### config.mk
export PLATFORM = sky130hd
export DESIGN_NAME = regfile_write_scheduler
export DESIGN_NICKNAME = d
export VERILOG_FILES = /design/src/rtl/regfile_write_scheduler.sv
export SDC_FILE = /design/constraint.sdc
export NUM_CORES = 1
export LEC_CHECK = 0
export BUFFER_PORTS_ARGS = -buffer_cell sky130_fd_sc_hd__buf_4
export CORE_MARGIN = 8
export CORE_UTILIZATION = 40
export CTS_BUF_LIST = sky130_fd_sc_hd__clkbuf_4 sky130_fd_sc_hd__clkbuf_8
export DETAILED_ROUTE_END_ITERATION = 6
export HOLD_SLACK_MARGIN = 0.15
export PLACE_DENSITY = 0.66
export SLEW_MARGIN = 25
export SYNTH_ARGS = -nofsm -noshare
export SYNTH_HDL_FRONTEND = slang
export SYNTH_SLANG_ARGS = --single-unit
### constraint.sdc
create_clock -name Clk -period 1.71 [get_ports Clk]
set_clock_uncertainty 0.05 [all_clocks]
set_input_delay 0.2565 -clock Clk [delete_from_list [all_inputs] [get_ports Clk]]
set_output_delay 0.2565 -clock Clk [all_outputs]
set_load 0.05 [all_outputs]
### src/rtl/regfile_write_scheduler.sv
// Write-port arbiter for the 32x32 register file: WB has fixed priority over the MDU,
// a scoreboard stalls ID on pending MDU results, and a starvation counter freezes the pipe.
module regfile_write_scheduler #(
   parameter int unsigned STARVE_LIMIT = 4,
   parameter int unsigned CNT_W        = 4
) (
   input  logic        Clk,
   input  logic        Rst,
   input  logic        wb_valid,
   input  logic [4:0]  wb_reg,
   input  logic [31:0] wb_data,
   input  logic        wb_byte,
   input  logic        md_valid,
   input  logic [4:0]  md_reg,
   input  logic [31:0] md_data,
   output logic        md_ready,
   input  logic        issue_valid,
   input  logic [4:0]  issue_reg,
   input  logic [4:0]  Rs_ID,
   input  logic [4:0]  Rt_ID,
   input  logic [4:0]  Rd_ID,
   output logic        stall_ID,
   output logic        pipe_hold,
   output logic        RegWrite,
   output logic [4:0]  RegWr_ID,
   output logic [31:0] Write_data,
   output logic        Load_Byte_control
);

   logic             md_grant;
   logic [31:0]      pend_q, pend_d;
   logic [CNT_W-1:0] cnt_q, cnt_d;
   logic             hold_q, hold_d;
   logic             we_q, we_d;
   logic [4:0]       id_q, id_d;
   logic [31:0]      data_q, data_d;
   logic             byte_q, byte_d;

   assign md_grant = !Rst && md_valid && !wb_valid;
   assign md_ready = md_grant;

   always_comb begin
      we_d   = 1'b0;
      id_d   = id_q;
      data_d = data_q;
      byte_d = byte_q;
      if (wb_valid) begin
         we_d   = (wb_reg != 5'd0);
         id_d   = wb_reg;
         data_d = wb_data;
         byte_d = wb_byte;
      end else if (md_grant) begin
         we_d   = (md_reg != 5'd0);
         id_d   = md_reg;
         data_d = md_data;
         byte_d = 1'b0;
      end
   end

   // Clear before set: an issue in the same cycle belongs to the newer op and must win.
   always_comb begin
      pend_d = pend_q;
      if (md_grant)
         pend_d[md_reg] = 1'b0;
      if (issue_valid && issue_reg != 5'd0)
         pend_d[issue_reg] = 1'b1;
      pend_d[0] = 1'b0;
   end

   always_comb begin
      cnt_d = '0;
      if (md_valid && !md_grant)
         cnt_d = (cnt_q < CNT_W'(STARVE_LIMIT)) ? cnt_q + CNT_W'(1) : cnt_q;
      hold_d = hold_q;
      if (md_grant)
         hold_d = 1'b0;
      else if (cnt_d == CNT_W'(STARVE_LIMIT))
         hold_d = 1'b1;
   end

   always_ff @(posedge Clk) begin
      if (Rst) begin
         pend_q <= '0;
         cnt_q  <= '0;
         hold_q <= 1'b0;
         we_q   <= 1'b0;
         id_q   <= '0;
         data_q <= '0;
         byte_q <= 1'b0;
      end else begin
         pend_q <= pend_d;
         cnt_q  <= cnt_d;
         hold_q <= hold_d;
         we_q   <= we_d;
         id_q   <= id_d;
         data_q <= data_d;
         byte_q <= byte_d;
      end
   end

   assign stall_ID          = pend_q[Rs_ID] | pend_q[Rt_ID] | pend_q[Rd_ID];
   assign pipe_hold         = hold_q;
   assign RegWrite          = we_q;
   assign RegWr_ID          = id_q;
   assign Write_data        = data_q;
   assign Load_Byte_control = byte_q;

endmodule

==> flow_metrics.tcl <==
set metrics [dict create \
    synth.net_count 571 \
    number_of_synthesized_flops_with_an_enable_pin 0 \
    io-pin-count 142 \
    crit_path_end_kind "primary output" \
    critical_path_class "reg -> out" \
    number_of_synthesized_register_bits 75 \
    preCtsSetupSlack_ps -441 \
    power.density_nw_per_um2 718 \
    worst_setup_hold_path_clk_slew_ps 80 \
    die_y_um 117 \
    maxCapViolCount 0 \
    setup.reg_to_reg.worst_slack_ps 520 \
    dr_wl_met2_um 6690 \
    crit_fanout 4 \
    post-route-drc-count 0 \
    final_layout_size_suffix_gt1_frac 0.331 \
    initialDrtViolationCount 173 \
    tritoncts_num_sinks 75 \
    period_needed_ps 2340 \
    setup_viol 1 \
    std_cell_rows 36 \
    route.met3.wl_um 1290 \
    route.detailed.wl_per_inst_um 16.9 \
    violations "negative setup slack" \
    wl_met1_um 5330 \
    summed_negative_setup_slack_over_all_endpoints_ps -632 \
    grt_usage 0.203 \
    drt_pass1_iterations 4 \
    clock_tree.root_cell "sky130_fd_sc_hd__clkbuf_8" \
    ys_types 37 \
    num-fill-cells 829 \
    placedCellCount 749 \
    globalRoute.totalOverflow 0 \
    layout.cells.non_filler 803 \
    synth.largest_area_cell "sky130_fd_sc_hd__dfxtp_1" \
    finalWeightedCongestion 0.896 \
    effective_utilization_at_floorplan 0.414 \
    hold_viol 0 \
    rsz0062_at_grt "yes" \
    cp.arrival_ps 2040 \
    floorplan.die_area_um2 13600 \
    synthToLayoutAreaGrowth_pct 48.5 \
    critical_path.reg2reg.startpoint "cnt_q[0]$_SDFF_PP0_" \
    tritoncts.num_buffers 9 \
    postSynthCellCount 470 \
    r2r_cells 5 \
    synth_area_per_cell_um2 8.60 \
    worst_max_slew_pin_slew_ps 731 \
    sequential_area_share_after_synthesis 0.371 \
    reg2reg_to "pipe_hold$_SDFFE_PP0N_" \
    route.top_layer_used "met4" \
    ys.flop_type "sky130_fd_sc_hd__dfxtp_1" \
    worstPathRequired_ps 1400 \
    drv_slew 0 \
    synth.top_cell.area_share 0.371 \
    fp.dieW_um 117 \
    grt_antenna_before_repair 0 \
    detail_route.wirelength_um 13600 \
    avgViaCountPerCell 5.21 \
    fmax_ghz 0.427 \
    grt_pass1_wl_um 21600 \
    cts_tree "yes" \
    fp.coreArea_um2 9770 \
    port_buffers 141 \
    grt_max_degree 79 \
    worstHoldPathType "in -> reg" \
    clock_path_buffers 2 \
    peakVddDrop_mv 0.588 \
    diodes 0 \
    num-nets-final 766 \
    setup_slack_ps -632 \
    synth.yosys.warnings 0 \
    min-delay-start "md_data[13]" \
    timing.hold.ws_ps 205 \
    clk_latency_ps 350 \
    synth_top_cells_by_area "sky130_fd_sc_hd__dfxtp_1, sky130_fd_sc_hd__mux2i_1, sky130_fd_sc_hd__a21oi_1" \
    drt.antenna.violating_nets 0 \
    vias 4187 \
    leakagePower_nw 2.63 \
    max_slew_margin 0.513 \
    fin_crit_sh 1.37 \
    run_status "finished with violations" \
    postSynth.asyncResetShare 0 \
    holdPathEnd "Write_data[13]$_SDFFE_PP0P_" \
    place.detailed.hpwl_um 10100 \
    grt_pass1_vias 4398 \
    cts_htree_levels 3 \
    worstHoldPathCells 5 \
    synth_area_um2 4040 \
    worst_setup_path_start_kind "register" \
]
[layout by cell type, fill, tap and decap left out, types with 2 or more instances in the layout]
cell	instances
sky130_fd_sc_hd__buf_4	179
sky130_fd_sc_hd__nor2_1	93
sky130_fd_sc_hd__dfxtp_1	73
sky130_fd_sc_hd__a21oi_1	73
sky130_fd_sc_hd__mux2i_1	50
sky130_fd_sc_hd__nand2_1	42
sky130_fd_sc_hd__dlygate4sd3_1	38
sky130_fd_sc_hd__o21ai_0	18
sky130_fd_sc_hd__mux4_2	16
sky130_fd_sc_hd__o21ai_1	16
sky130_fd_sc_hd__clkbuf_8	10
sky130_fd_sc_hd__nand3b_1	6
sky130_fd_sc_hd__mux4_1	5
sky130_fd_sc_hd__nor3b_1	5
sky130_fd_sc_hd__nor3_1	5
sky130_fd_sc_hd__nand2b_1	4
sky130_fd_sc_hd__clkbuf_4	4
sky130_fd_sc_hd__inv_1	3
sky130_fd_sc_hd__a31oi_1	2
sky130_fd_sc_hd__mux2_2	2
sky130_fd_sc_hd__nor2b_1	2
sky130_fd_sc_hd__or3b_2	2
sky130_fd_sc_hd__dfxtp_2	2
[cell usage after synthesis, drive strengths merged, types with 3 or more instances]
master	number
nor3	5
clkbuf	20
buf	14
mux2i	50
o21ai	34
nand3b	6
mux4	21
nand2b	4
inv	3
a21oi	73
dfxtp	75
nand2	42
nor2	93
nor3b	6
[flip-flops by register name, indices dropped and copies added, names as in the netlist]
register	flops
Load_Byte_control	1
RegWr_ID	5
Write_data	32
RegWrite	1
cnt_q	4
pipe_hold	1
pend_q	31
[layer usage]
layer / global-route usage / vias up
met5: 0 / -
met4: 0.0879 / 0
met3: 0.0807 / 15
met2: 0.342 / 143
met1: 0.224 / 1977
li1: - / 2052
[stage by stage]
step                cell area [µm²]  utilization  total power, W
finish                         6000        0.614         0.00431
global placement               5410        0.553         0.00284
CTS                            6000        0.614         0.00434
global route                   6000        0.614         0.00450
floorplan                      4090            -         0.00246
detailed placement             5410        0.553         0.00285
[logic make-up after synthesis]
group / after synthesis / share of synthesized area
AOI/OAI and AO/OA: 116 / 0.149
muxes: 73 / 0.253
adders and majority gates: 1 / 0.00309
DFF: 75 / 0.371
buffers and inverters: 37 / 0.0415
xor gates and xnor gates: 1 / 0.00217
and+or+nand+nor: 167 / 0.180
[report_power, final]
group          leakage, nW  internal (W)  switching, W  total, W
registers            0.615       0.00182     0.0000426   0.00186
clock network        0.108      0.000779      0.000638   0.00142
logic                 1.91      0.000469      0.000567   0.00104
total                 2.63       0.00306       0.00125   0.00431
[worst max path at each step]
stage	cells after the start	slack, ps	startpoint	end
5_1_grt	6	-810	pend_q[15]$_SDFF_PP0_	stall_ID
3_5_place_dp	7	-440	Rs_ID[0]	stall_ID
2_1_floorplan	6	-490	Rd_ID[2]	stall_ID
3_3_place_gp	7	-460	Rs_ID[0]	stall_ID
6_report	6	-630	pend_q[15]$_SDFF_PP0_	stall_ID
4_1_cts	6	-670	pend_q[15]$_SDFF_PP0_	stall_ID
[repair_timing]
| action | in CTS | in global routing |
|---|---|---|
| buffers inserted | 0 | 0 |
| pin swaps | 2 | 1 |
| endpoints found under the setup margin | 1 | 1 |
| hold buffers | 38 | 0 |
| resized for setup | 4 | 0 |
| hold endpoints to repair | 38 | 0 |
[cell type report]
| class | instances | area, µm² | area share |
|---|---|---|---|
| Inverter | 3 | 11.3 | 0.00188 |
| Sequential cell | 75 | 1500 | 0.251 |
| Timing Repair Buffer | 218 | 1740 | 0.289 |
| Clock buffer | 14 | 168 | 0.0279 |
| Multi-Input combinational cell | 358 | 2380 | 0.397 |
| Clock inverter | 2 | 35.0 | 0.00584 |
| Tap cell | 133 | 166 | 0.0277 |
[worst max-delay path: stages (launching register included)]
cell,delay (ps)
sky130_fd_sc_hd__dfxtp_2,330
sky130_fd_sc_hd__mux4_2,460
sky130_fd_sc_hd__mux2i_1,140
sky130_fd_sc_hd__mux2i_1,110
sky130_fd_sc_hd__a2111oi_2,310
sky130_fd_sc_hd__nand4_1,150
sky130_fd_sc_hd__buf_6,190
(Power assumes the default switching activity.)
